$ cat src/rtl/vc_switch_allocator.sv
// vc_switch_allocator: per-VC-plane switch controller.
// Each output port runs a two-state FSM (FREE / RESERVED) with its own
// round-robin pointer. A reservation (worm path) is held until the owning
// input pulses routeRelieve. Grants, input ownership and crossbar selects
// are all registered.
module vc_switch_allocator #(
  parameter int INPUTS        = 4,
  parameter int OUTPUTS       = 4,
  parameter int REQUEST_WIDTH = 2,
  parameter int SEL_WIDTH     = 2
) (
  input  logic                         clk,
  input  logic                         rst,
  input  logic [INPUTS-1:0]            routeReserveRequestValid,
  input  logic [INPUTS*REQUEST_WIDTH-1:0] routeReserveRequest,
  input  logic [INPUTS-1:0]            routeRelieve,
  output logic [INPUTS-1:0]            routeReserveGrant,
  output logic [INPUTS-1:0]            inputReserved,
  output logic [OUTPUTS-1:0]           outputBusy,
  output logic [OUTPUTS*SEL_WIDTH-1:0] outputInputSelect
);

  typedef enum logic {
    FREE     = 1'b0,
    RESERVED = 1'b1
  } state_t;

  // Per-output one-hot contributions, merged below into per-input vectors.
  logic [INPUTS-1:0] take_arr    [OUTPUTS];
  logic [INPUTS-1:0] release_arr [OUTPUTS];

  logic [INPUTS-1:0] take_any;
  logic [INPUTS-1:0] release_any;
  logic [INPUTS-1:0] grant_reg;
  logic [INPUTS-1:0] reserved_reg;

  genvar gi;
  generate
    for (gi = 0; gi < OUTPUTS; gi++) begin : g_out
      state_t                 state_reg;
      logic [SEL_WIDTH-1:0]   owner_reg;
      logic [SEL_WIDTH-1:0]   rr_ptr_reg;
      logic [INPUTS-1:0]      eligible;
      logic [SEL_WIDTH-1:0]   winner;
      logic                   win_valid;
      logic                   owner_relieve;
      logic [SEL_WIDTH-1:0]   rr_next;
      logic [INPUTS-1:0]      take_local;
      logic [INPUTS-1:0]      release_local;

      // An input competes only when it targets this output, owns nothing
      // and is not releasing in the same cycle (relieve wins).
      always_comb begin
        eligible = '0;
        for (int i = 0; i < INPUTS; i++) begin
          eligible[i] = routeReserveRequestValid[i]
                      && (routeReserveRequest[i*REQUEST_WIDTH +: REQUEST_WIDTH]
                          == REQUEST_WIDTH'(gi))
                      && !reserved_reg[i]
                      && !routeRelieve[i];
        end
      end

      // Round-robin pick: first eligible input scanning upward from the pointer.
      always_comb begin
        int idx;
        idx       = 0;
        win_valid = 1'b0;
        winner    = '0;
        for (int k = 0; k < INPUTS; k++) begin
          idx = int'(rr_ptr_reg) + k;
          if (idx >= INPUTS) idx = idx - INPUTS;
          if (!win_valid && eligible[idx]) begin
            win_valid = 1'b1;
            winner    = SEL_WIDTH'(idx);
          end
        end
      end

      // Only the current owner's relieve can free this output.
      always_comb begin
        owner_relieve = 1'b0;
        for (int i = 0; i < INPUTS; i++) begin
          if (owner_reg == SEL_WIDTH'(i) && routeRelieve[i]) owner_relieve = 1'b1;
        end
      end

      assign rr_next = (winner == SEL_WIDTH'(INPUTS - 1)) ? '0 : winner + SEL_WIDTH'(1);

      // One-hot grant and release contributions of this output.
      always_comb begin
        take_local    = '0;
        release_local = '0;
        for (int i = 0; i < INPUTS; i++) begin
          take_local[i]    = (state_reg == FREE) && win_valid
                           && (winner == SEL_WIDTH'(i));
          release_local[i] = (state_reg == RESERVED) && owner_relieve
                           && (owner_reg == SEL_WIDTH'(i));
        end
      end

      assign take_arr[gi]    = take_local;
      assign release_arr[gi] = release_local;

      // Output FSM: a freed output is only arbitrated from the following cycle.
      always_ff @(posedge clk or negedge rst) begin
        if (!rst) begin
          state_reg  <= FREE;
          owner_reg  <= '0;
          rr_ptr_reg <= '0;
        end else begin
          case (state_reg)
            FREE: begin
              if (win_valid) begin
                state_reg  <= RESERVED;
                owner_reg  <= winner;
                rr_ptr_reg <= rr_next;
              end
            end
            RESERVED: begin
              if (owner_relieve) state_reg <= FREE;
            end
            default: state_reg <= FREE;
          endcase
        end
      end

      assign outputBusy[gi] = (state_reg == RESERVED);
      assign outputInputSelect[gi*SEL_WIDTH +: SEL_WIDTH] = owner_reg;
    end
  endgenerate

  // Merge per-output contributions into per-input vectors.
  always_comb begin
    take_any    = '0;
    release_any = '0;
    for (int o = 0; o < OUTPUTS; o++) begin
      take_any    = take_any | take_arr[o];
      release_any = release_any | release_arr[o];
    end
  end

  // Grant pulse and input ownership; take and release never hit the same input.
  always_ff @(posedge clk or negedge rst) begin
    if (!rst) begin
      grant_reg    <= '0;
      reserved_reg <= '0;
    end else begin
      grant_reg    <= take_any;
      reserved_reg <= (reserved_reg & ~release_any) | take_any;
    end
  end

  assign routeReserveGrant = grant_reg;
  assign inputReserved     = reserved_reg;

endmodule

$ cat config.mk
export PLATFORM = sky130hd
export DESIGN_NAME = vc_switch_allocator
export DESIGN_NICKNAME = d
export VERILOG_FILES = /design/src/rtl/vc_switch_allocator.sv
export SDC_FILE = /design/constraint.sdc
export NUM_CORES = 1
export LEC_CHECK = 0
export ABC_CLOCK_PERIOD_IN_PS = 3300
export CAP_MARGIN = 20
export CORE_ASPECT_RATIO = 0.7
export CORE_UTILIZATION = 40
export CTS_CLUSTER_SIZE = 16
export DETAILED_ROUTE_END_ITERATION = 10
export SYNTH_ARGS = -nofsm -noshare
export SYNTH_HDL_FRONTEND = slang
export SYNTH_SLANG_ARGS = --single-unit
$ cat constraint.sdc
create_clock -name clk -period 3.3 [get_ports clk]
set_input_delay 0.66 -clock clk [delete_from_list [all_inputs] [get_ports clk]]
set_output_delay 0.66 -clock clk [all_outputs]
set_load 0.01 [all_outputs]
==> Word-level counts from Yosys, hierarchy flattened <==
Cells that the tools add are included.
{ "word_totals": {"register_bits": 28, "input_bits": 18, "out_inout_bits": 20, "wordCells": 407} }
{ "classes": {"order_cmp": 32, "mux": 128, "eq_ne": 36, "reduce_logical": 152, "bitwise_logic": 13, "add_sub_neg": 32} }
{ "ops": {"columns": ["cell", "n"], "rows": [
  ["$lt 32x4->1 const B", 16],
  ["$mux 32", 16],
  ["$logic_and 1x1->1", 116],
  ["$mux 1", 72],
  ["$eq 2x2->1 const B", 24],
  ["$sub 3x3->4 const B", 12],
  ["$mux 2", 20],
  ["$ge 3x3->1 const B", 12],
  ["$bmux 1 s2", 16],
  ["$or 4x4->4", 7],
  ["$add 2x2->3 const B", 8],
  ["$eq 2x1->1 const B", 12],
  ["$logic_not 2->1", 12],
  ["$logic_not 1->1", 20],
  ["$sub 2x3->4 const B", 4],
  ["$add 2x1->3 const B", 4],
  ["$ge 2x3->1 const B", 4],
  ["$add 2x1->2 const B", 4],
  ["$pmux 1 s2", 4],
  ["$reduce_and 2->1", 4],
  ["$and 4x4->4", 1],
  ["$not 1->1", 4],
  ["$not 4->4", 1]
]} }

==> Longest topological paths before layout <==
{ "depth": {"word_depth": 23, "depth_mapped": 12} }

==> Least setup slack after synthesis <==
No wires, ideal clock.
{ "synth_timing": {"path_type": "in2reg", "start": "input routeReserveRequest[1]", "end": "register reserved_reg[2], in the netlist inputReserved[2]", "slack_ps": 346, "path_buffers": 1, "arrival_ps": 2834, "cell_stages": 11, "path_cell_list": "or4b_1 -> buf_2 -> o22ai_1 -> nor2_1 -> nor4_1 -> inv_1 -> ha_1 -> nor2b_1 -> o21ai_0 -> o2111ai_1 -> a41o_1"} }
{ "synth_via": {"elab_chain_len": 23} }
{ "synth_lines": {"columns": ["element", "line", "text"], "rows": [
  ["from (decl)", "15", "input logic [INPUTS*REQUEST_WIDTH-1:0] routeReserveRequest,"],
  ["$logic_not 2->1 *", "57", "&& (routeReserveRequest[i*REQUEST_WIDTH +: REQUEST_WIDTH]"],
  ["$logic_and 1x1->1 *", "57", null],
  ["$logic_and 1x1->1 *", "59", "&& !reserved_reg[i]"],
  ["$logic_and 1x1->1 *", "60", "&& !routeRelieve[i];"],
  ["$bmux 1 s2", "73", "if (!win_valid && eligible[idx]) begin"],
  ["$mux 1 (not written as such) (2 in series)", "73", null],
  ["$mux 1", "73", null],
  ["$logic_not 1->1", "73", null],
  ["[... 6 more ...]", null, null],
  ["$logic_and 1x1->1", "73", null],
  ["$mux 2 *", "73", null],
  ["net g_out[0].winner[0]", "44", "logic [SEL_WIDTH-1:0] winner;"],
  ["$eq 2x2->1 *", "96", "&& (winner == SEL_WIDTH'(i));"],
  ["$logic_and 1x1->1 *", "96", null],
  ["$or 4x4->4 * (3 in series)", "138", "take_any = take_any | take_arr[o];"],
  ["net take_any[2]", "32", "logic [INPUTS-1:0] take_any;"],
  ["$or 4x4->4 *", "150", "reserved_reg <= (reserved_reg & ~release_any) | take_any;"],
  ["to (signal assigned)", "150", null],
  ["to (decl)", "35", "logic [INPUTS-1:0] reserved_reg;"]
]} }
The timed path passes the listed nets; every way through them passes the cells marked *. The select of a mux whose other input is x is not followed.
A chain may end at the register's enable or synchronous reset.

==> Final worst setup path <==
{ "layout_timing": {"start": "input routeRelieve[0]", "end": "register reserved_reg[3], in the netlist inputReserved[3]"} }
{ "layout_via": {"elab_chain_len": 21} }
{ "layout_lines": {"columns": ["element", "line", "text"], "rows": [
  ["from (decl)", "16", "input logic [INPUTS-1:0] routeRelieve,"],
  ["$logic_not 1->1 *", "60", null],
  ["$logic_and 1x1->1 *", "60", null],
  ["$bmux 1 s2", "73", null],
  ["$mux 1 (not written as such) (2 in series)", "73", null],
  ["$mux 1", "73", null],
  ["$logic_not 1->1", "73", null],
  ["$logic_and 1x1->1", "73", null],
  ["$mux 1", "73", null],
  ["[... 4 more ...]", null, null],
  ["$logic_and 1x1->1", "73", null],
  ["$mux 2 *", "73", null],
  ["net g_out[0].winner[0]", "44", null],
  ["$eq 2x2->1 *", "96", null],
  ["$logic_and 1x1->1 *", "96", null],
  ["$or 4x4->4 * (3 in series)", "138", null],
  ["net take_any[3]", "32", null],
  ["$or 4x4->4 *", "150", null]
]} }
Marked as above.

==> impl_metrics.csv <==
group,metric,value,unit
run_status,status,"completed",
logic_synthesis,synth-compound-area-share,21.38,%
global_routing,grt_pass1_wl,10.86,mm
global_routing,grt.total_usage,23.61,%
setup_path,rrSetupSlack,0.46,ns
logic_synthesis,synth_adder_area_share,8.884,%
logic_synthesis,synth_edf_count,0,
logic_synthesis,synth.avg_cell_area,9.050,um^2
floorplan,io_pins,38,
setup_path,cp_max_fo,5,
logic_synthesis,synth.area.top_cells,"dfrtp_1 (31%), ha_1 (8.9%), o21ai_0 (4.4%)",
timing,finalSetupViolations,0,
setup_path,crit_end,"inputReserved[3]",
clock_tree,ctsHoldBuffers,0,
logic_synthesis,yosys_most_used_dff,"dfrtp_1",
finish,layout.nets,348,
power,clkPwrFrac,15.1,%
power,sw_frac_of_total,39.03,%
finish,finalInstanceArea,0.003015,mm^2
placement,gp_congestion,0.8980,
floorplan,die_h,64.80,um
logic_synthesis,ys_warn_count,0,
power,pwr-share-comb,45.1,%
timing,report.final.slew_viol_count,0,
logic_synthesis,synthMuxAreaShare,8.384,%
detailed_routing,post-route-drc-count,0,
setup_path,worstReg2RegEnd,"inputReserved[3]",
placement,placed_cell_area,0.002920,mm^2
setup_path,crit_arrival,3.40,ns
floorplan,coreArea,0.005340,mm^2
logic_synthesis,synth_xor_area_share,0,%
clock_tree,cts_buffer_depth,2,
detailed_routing,firstDrtPassIters,5,
run,max_cap_viol_count,0,
power,p_int,1.137,mW
clock_tree,postCtsSetupRepairBufs,0,
logic_synthesis,async_reset_ff_share,100.0,%
finish,syn_to_final_growth,33.81,%
timing,layout_worst_path_cycle_share,97.30,%
clock_tree,clock-sinks,28,
global_routing,antenna_found_initial,0,
timing,fin_tns_setup,0,ns
power,p_total,1.865,mW
detailed_routing,final_antenna_net_count,0,
power,p_leak,1.311,nW
timing,max_slew_margin,69.17,%
finish,final_cell_mix,"clkdlybuf4s50_1 (37), buf_4 (37), dfrtp_1 (28)",
min_path,hold_class,"flip-flop to flip-flop",
setup_path,start_kind,"primary input",
logic_synthesis,syn_area,0.002253,mm^2
power,p_switching,0.7280,mW
logic_synthesis,yosysUniqueCellTypes,50,
timing,final.setup_skew,0.004541,ns
timing,max_freq,311.4,MHz
clock_tree,htreeDepth,1,
detailed_routing,wl,6.554,mm
floorplan,rows,22,
detailed_routing,num_vias,2191,
timing,rsz0062_at_grt,"no",
detailed_routing,first_iter_violations,125,
setup_path,reg2regPathDepth,10,
detailed_routing,wl_per_cell,17.02,um
power,seq_power_share,39.8,%
power,ir_worst_vdd,0.0003007,V
logic_synthesis,synth-simple-area-share,24.60,%
timing,whs,0.5633,ns
clock_tree,numCtsBuffers,3,
clock_tree,clk_pin_slew,0.11,ns
clock_tree,ctsResizeCount,0,
clock_tree,clk_latency,0.28,ns
logic_synthesis,ys_ff_latch,28,
power,powerDensity,618.6,mW/mm^2
logic_synthesis,synth.top_cell.area_share,31.09,%
clock_tree,cts_tree,"done",
finish,drive_gt1_share,22.04,%
setup_path,startpoint,"routeRelieve[0]",
global_routing,grt_overflow,0,
floorplan,die_area,0.005942,mm^2
placement,dp_hpwl,5.236,mm
setup_path,worstPathRequired,3.48,ns
finish,diodes,0,
logic_synthesis,synth_seq_area_share,31.09,%
logic_synthesis,synth_top_family_by_area,"simple AND/OR/NAND/NOR gates",
setup_path,critPathKind,"primary input to flip-flop",
timing,period_needed,3.211,ns
detailed_routing,vias_per_cell,5.691,
floorplan,start_util,42.20,%
placement,portBuffers,37,
logic_synthesis,syn_nets,283,
global_routing,grt_pass1_vias,2089,
logic_synthesis,synthCells,249,
logic_synthesis,yosysTopAreaCell,"dfrtp_1",
timing,worstMarginPinSlew,0.4614,ns
global_routing,grt_max_degree,29,
timing,hold_viol,0,
setup_path,r2r_start,"inputReserved[0]",
floorplan,die_w,91.71,um
setup_path,critPathCaptureType,"flip-flop",
clock_tree,cts_root_buf,"clkbuf_8",
## power groups by stage
stage	clock [mW]	combinational (mW)	sequential [mW]
2_1_floorplan	0	0.482	0.667
3_3_place_gp	0	0.825	0.740
3_5_place_dp	0	0.830	0.745
4_1_cts	0.289	0.835	0.736
5_1_grt	0.303	0.918	0.775
6_report	0.281	0.841	0.743
## kinds of logic after synthesis
group                      after synthesis
adders and majority gates               16
muxes                                   13
AOI/OAI and AO/OA                       73
DFF                                     28
and+or+nand+nor                         90
buffers and inverters                   29
## worst min-delay path by stage
stage | startpoint | end | cells after the start
after CTS | g_out[0].rr_ptr_reg[0] | g_out[0].rr_ptr_reg[0] | 2
after floorplan | rst | g_out[0].owner_reg[0] | 0
after global placement | g_out[1].rr_ptr_reg[0] | g_out[1].rr_ptr_reg[0] | 2
after detailed placement | g_out[1].rr_ptr_reg[0] | g_out[1].rr_ptr_reg[0] | 2
final | g_out[0].rr_ptr_reg[0] | g_out[0].rr_ptr_reg[0] | 2
after global routing | g_out[0].rr_ptr_reg[0] | g_out[0].rr_ptr_reg[0] | 2
## synth_stat cells (4+ instances only)
master / count
dfrtp_1: 28
nand4b_1: 5
or3_1: 7
nor4bb_1: 5
or2_2: 5
mux2_2: 7
clkbuf_1: 7
nor2b_1: 14
o21bai_1: 4
nor3_1: 5
o2111ai_1: 4
mux4_2: 4
a21oi_1: 14
o22ai_1: 10
nor2_1: 15
o21ai_0: 20
nand4_1: 4
buf_4: 4
inv_1: 15
ha_1: 16
nand2_1: 11
## worst max-delay path, cell delays in order
cell and delay [ns]:
clkdlybuf4s50_1 0.48, or4b_4 0.55, or3_1 0.32, a21oi_1 0.22
nor4_2 0.09, buf_4 0.15, ha_1 0.17, nor2b_1 0.12
o21ai_0 0.12, o2111ai_1 0.25, a31o_2 0.27
## per-stage QoR
stage	cells	worst slack (ns)	utilization [%]
after floorplan	249	0.3459	-
after global placement	381	-0.2449	54.69
after detailed placement	381	-0.1936	54.69
after CTS	385	0.09783	56.02
after global routing	385	0.001213	56.47
final	385	0.08894	56.47
## layer usage
| metal | routed length [um] | vias up | track usage (%) |
|---|---|---|---|
| li1 | - | 1060 | - |
| met1 | 3286 | 1039 | 36.03 |
| met2 | 2691 | 88 | 35.71 |
| met3 | 548 | 4 | 4.225 |
| met4 | 27 | 0 | 2.734 |
| met5 | 0 | - | 0 |
## cell type report
| cell class | instances | area (um^2) |
|---|---|---|
| Fill cell | 503 | 2325 |
| Multi-Input combinational cell | 192 | 1449 |
| Sequential cell | 28 | 700.7 |
| Timing Repair Buffer | 74 | 648.1 |
| Tap cell | 72 | 90.09 |
| Inverter | 15 | 56.30 |
| Clock buffer | 3 | 41.29 |
| Clock inverter | 1 | 30.03 |
Power figures use the tool's default switching activity.
==> edit 1, RTL diff (same settings) <==
Change the parameter `REQUEST_WIDTH` from 2 to 3.
--- a/src/rtl/vc_switch_allocator.sv
+++ b/src/rtl/vc_switch_allocator.sv
@@ -8,3 +8,3 @@
   parameter int OUTPUTS       = 4,
-  parameter int REQUEST_WIDTH = 2,
+  parameter int REQUEST_WIDTH = 3,
   parameter int SEL_WIDTH     = 2
Interface: changed (resized routeReserveRequest); port bits go from 38 to 42. No check against the original RTL was run, so the function may have changed too.
==> edit 1 against the original RTL <==
Register-to-register slack improved by 0.06 ns. Clock skew about the same. Power shrank 22%. Final area is 1.2% lower. First-iteration DRC count increased by 35%. Worst hold slack better by 0.012 ns. Global-route usage grew 0.98 points. Area after synthesis up 0.50%. Count of clock-buffer cells in the layout is the same. Sequential cell count is the same. Routed wire length grew 3.1%. Worst setup slack improved by 0.10 ns. Combinational power is 35% lower. Largest power group is now sequential cells.
==> edit 1: results (changes against the original RTL) <==
Final GP Congestion - 0.858 (-4.5%)
Hold-critical path endpoint - g_out[3].rr_ptr_reg[0]$_DFFE_PN0P_
Detailed-route wire length - 6.76 mm (+3.1%)
Router iterations before antenna repair - 4 (-1)
Result of the run - finished clean
M1 GR Usage - 0.374 (+0.0133)
Mux cell area share after synthesis - 0.0994 (+0.0156)
Largest driver fanout on the critical path - 2 (-3)
Half-perimeter wire length of the detailed placement result - 5.35 mm (+2.1%)
Crit path depth - 9 (-2)
Worst Reg2Reg Path Length in Cells - 8 (-2)
Worst hold path startpoint - g_out[3].rr_ptr_reg[0]$_DFFE_PN0P_
Worst-case setup margin in the final layout - 0.190 ns (+0.101 ns)
WP data arrival - 3.27 ns (-0.13 ns)
Reg-to-reg setup timing slack - 0.52 ns (+0.06 ns)
Switching part of the total power - 0.369 (-0.0214)
Setup slack after placement - -0.0459 ns (+0.148 ns)
Synth cell count leaders - dfrtp_1 (28), inv_1 (17), ha_1 (16)
Overall Global Routing Usage - 0.246 (+0.00978)
Worst relative slew slack - 0.608 (-0.0839)
Complex-gate fraction of the synthesized area - 0.173 (-0.0403)
Clock network power share - 0.200 (+0.049)
Buffers excl. clock - 70 (-5.4%)
Maximum vdd ir drop - 0.230 mV (-24%)
Area fraction of clock buffers and clock inverters - 0.0239 (+0.000278)
Buffering overhead - 0.211 (-0.00419)
Beginning of the worst register-to-register path - inputReserved[1]$_DFF_PN0_
Non-clock inverter count - 17 (+2)
Destination of the worst register-to-register timing path - inputReserved[2]$_DFF_PN0_
Worst setup path startpoint - routeReserveRequest[11]
Met3 capacity usage during global routing - 0.0469 (+0.00469)
Static power due to leakage - 1.21 nW (-7.9%)
Fraction of met2 tracks used by global routing - 0.353 (-0.00453)
Power consumed by the clock network - 0.000289 W (+3%)
Flop+latch power - 0.000611 W (-18%)
Final standard cell count with taps included and fillers excluded - 374 (-2.9%)
Vias in the first global route - 2,102 (+0.62%)
Synth area leaders - dfrtp_1 (31%), ha_1 (8.8%), mux4_2 (4.0%)
Vias after detailed routing - 2,193 (+0.091%)
==> edit 1: cell types whose count changed in the layout (fill, tap and decap cells not counted), moves of 4 or more <==
cell | before | now
a211oi_1 | 0 | 4
a22oi_1 | 0 | 4
buf_4 | 37 | 29
clkdlybuf4s50_1 | 37 | 41
nand2_1 | 11 | 15
nand3_1 | 1 | 10
nand4_1 | 4 | 8
nor2b_1 | 14 | 5
nor4bb_1 | 5 | 1
o21ai_0 | 20 | 4
o22ai_1 | 10 | 5
or2_2 | 5 | 0
or3_1 | 7 | 2
==> edit 1: metal layers <==
layer	wire (µm)	share of wire
met1	3510	0.52
met2	2700	0.40
met3	468	0.069
met4	72	0.011
met5	0	0
==> edit 1: through the flow <==
stage | instance area [µm²] | util | hold WS (ns)
3_3_place_gp | 2910 | 0.545 | 0.560
6_report | 2980 | 0.558 | 0.575
2_1_floorplan | 2260 | - | 0.364
5_1_grt | 2980 | 0.558 | 0.622
4_1_cts | 2980 | 0.558 | 0.585
3_5_place_dp | 2910 | 0.545 | 0.569
==> edit 2, RTL diff (config.mk and constraints unchanged) <==
Made on the original files. Make the reset (`rst`) synchronous in 2 clocked blocks.
--- a/src/rtl/vc_switch_allocator.sv
+++ b/src/rtl/vc_switch_allocator.sv
@@ -105,3 +105,3 @@
       // Output FSM: a freed output is only arbitrated from the following cycle.
-      always_ff @(posedge clk or negedge rst) begin
+      always_ff @(posedge clk) begin
         if (!rst) begin
@@ -143,3 +143,3 @@
   // Grant pulse and input ownership; take and release never hit the same input.
-  always_ff @(posedge clk or negedge rst) begin
+  always_ff @(posedge clk) begin
     if (!rst) begin
Behaviour: not the same (Yosys sat finds a counterexample within 4 cycles, from zero or initial values and one cycle with rst low; the reset may be asserted at any time).
==> edit 2 against the original RTL <==
Routed wire length fell by 1.4%. Sequential cell count did not move. Count of clock-buffer cells in the layout did not move. Synthesized cell count rose by 3.2%. Final area fell by 9.8%. Critical endpoint is now inputReserved[2]$_SDFF_PN0_. Worst setup slack improved by 0.30 ns. Area after synthesis fell by 5.2%. Non-clock buffer count fell by 20. Critical path type unchanged. Fmax rose by 10%.
Power is not compared: it rests on default switching activity, and its combinational part moved more than twofold at a synthesized area within 25%.
==> edit 2: results (changes against the original RTL) <==
Worst Clk Skew - 0.00625 ns (+0.00171 ns)
Destination of the worst register-to-register timing path - inputReserved[2]$_SDFF_PN0_
Result of the run - finished clean
Maximum vdd ir drop - 0.174 mV
Beginning of the worst register-to-register path - inputReserved[0]$_SDFF_PN0_
Fraction of met2 tracks used by global routing - 0.321 (-0.0365)
End-of-flow core utilization - 0.548 (-0.0169)
Number of distinct library cell variants in the gate-level netlist after synthesis - 53 (+6.0%)
Synth Net Count - 291 (+2.8%)
Gate count after technology mapping - 257 (+3.2%)
Met3 capacity usage during global routing - 0.0511 (+0.00886)
Sequential share of the synthesized area - 0.262 (-0.0485)
Instance count after placement with tap cells included - 367 (-3.7%)
Final GP Congestion - 0.885 (-1.5%)
Detailed router's first-iteration violation count - 141 (+13%)
Uppermost metal layer occupied by signal nets - met4
Pin count of the biggest net entering global routing - 20 (-31%)
Overall Global Routing Usage - 0.248 (+0.0122)
Final cycle utilization of the critical path - 0.881 (-0.0922)
Router iterations before antenna repair - 4 (-1)
Vias in the first global route - 1,991 (-4.7%)
Synth cell count leaders - nand2_1 (30), dfxtp_1 (28), nor2_1 (18)
Antenna violations before repair - 0 (unchanged)
Post-DP Area - 0.00265 mm² (-9.3%)
Critical path's largest stage delay - 0.61 ns (+0.06 ns)
Worst Reg2Reg Path Length in Cells - 8 (-2)
Proportion of synthesized flip-flops having asynchronous set or reset - 0 (-1.00)
Share of cells above drive strength 1 - 0.113 (-0.108)
Post-detailed-route via-to-cell ratio - 5.84 (+2.6%)
Post-layout nets - 337 (-3.2%)
Worst setup path startpoint - routeReserveRequest[0]
WP data arrival - 3.08 ns (-0.32 ns)
Detail Route met2 WL - 2.36 mm (-12%)
Detailed-route wire length - 6.46 mm (-1.4%)
Transition at the pin with the smallest max-transition slack - 0.470 ns (+0.00895 ns)
Global-route wire length before repair - 10.5 mm (-3.4%)
Length of routed met3 wiring - 529 µm (-3.5%)
Setup slack after placement - 0.112 ns (+0.306 ns)
Wire per inst - 17.4 µm (+2.3%)
Synth area leaders - dfxtp_1 (26%), ha_1 (9.4%), nand2_1 (5.3%)
Met1 wire length - 3.51 mm (+6.7%)
Cell class contributing the biggest share of worst-path delay - simple AND/OR/NAND/NOR gates
Reg-to-reg setup timing slack - 0.92 ns (+0.46 ns)
Half-perimeter wire length of the detailed placement result - 5.01 mm (-4.3%)
-- edit 2: kinds of logic (layout without fill, tap and decap cells) --
family                   after synthesis  after routing  share of synthesized area
AO/OA/AOI/OAI                         71             71                      0.233
adder cells (fa/ha/maj)               16             16                     0.0937
buffers and inverters                 26             71                     0.0562
AND/OR/NAND/NOR                      108            108                      0.294
flip-flops                            28             28                      0.262
multiplexers                           8              8                     0.0609
-- edit 2: where the power goes --
group	total, W	switching, W	leakage [nW]	internal (W)
Clock	0.000282	0.000119	0.0357	0.000163
Combinational	0.000243	0.000122	0.727	0.000122
Sequential	0.000395	0.0000348	0.228	0.000360
Total	0.000920	0.000276	0.991	0.000644
-- edit 2: how the worst min path moves through the flow --
stage | startpoint | to | slack [ns] | depth (start not counted)
finish | g_out[0].state_reg$_SDFF_PN0_ | g_out[0].state_reg$_SDFF_PN0_ | 0.56 | 2
global route | g_out[0].rr_ptr_reg[1]$_SDFFE_PN0P_ | g_out[0].rr_ptr_reg[1]$_SDFFE_PN0P_ | 0.62 | 2
detailed placement | g_out[0].state_reg$_SDFF_PN0_ | g_out[0].state_reg$_SDFF_PN0_ | 0.54 | 2
global placement | inputReserved[2]$_SDFF_PN0_ | inputReserved[2]$_SDFF_PN0_ | 0.54 | 2
CTS | g_out[0].state_reg$_SDFF_PN0_ | g_out[0].state_reg$_SDFF_PN0_ | 0.56 | 2
floorplan | g_out[0].state_reg$_SDFF_PN0_ | g_out[0].state_reg$_SDFF_PN0_ | 0.50 | 2
-- edit 2: area by class of cell --
type	count	area, µm²
Multi-Input combinational cell	203	1460
Sequential cell	28	561
Tap cell	69	86.3
Timing Repair Buffer	54	498
Inverter	13	48.8
Clock inverter	1	30.0
Fill cell	480	2250
Clock buffer	3	41.3
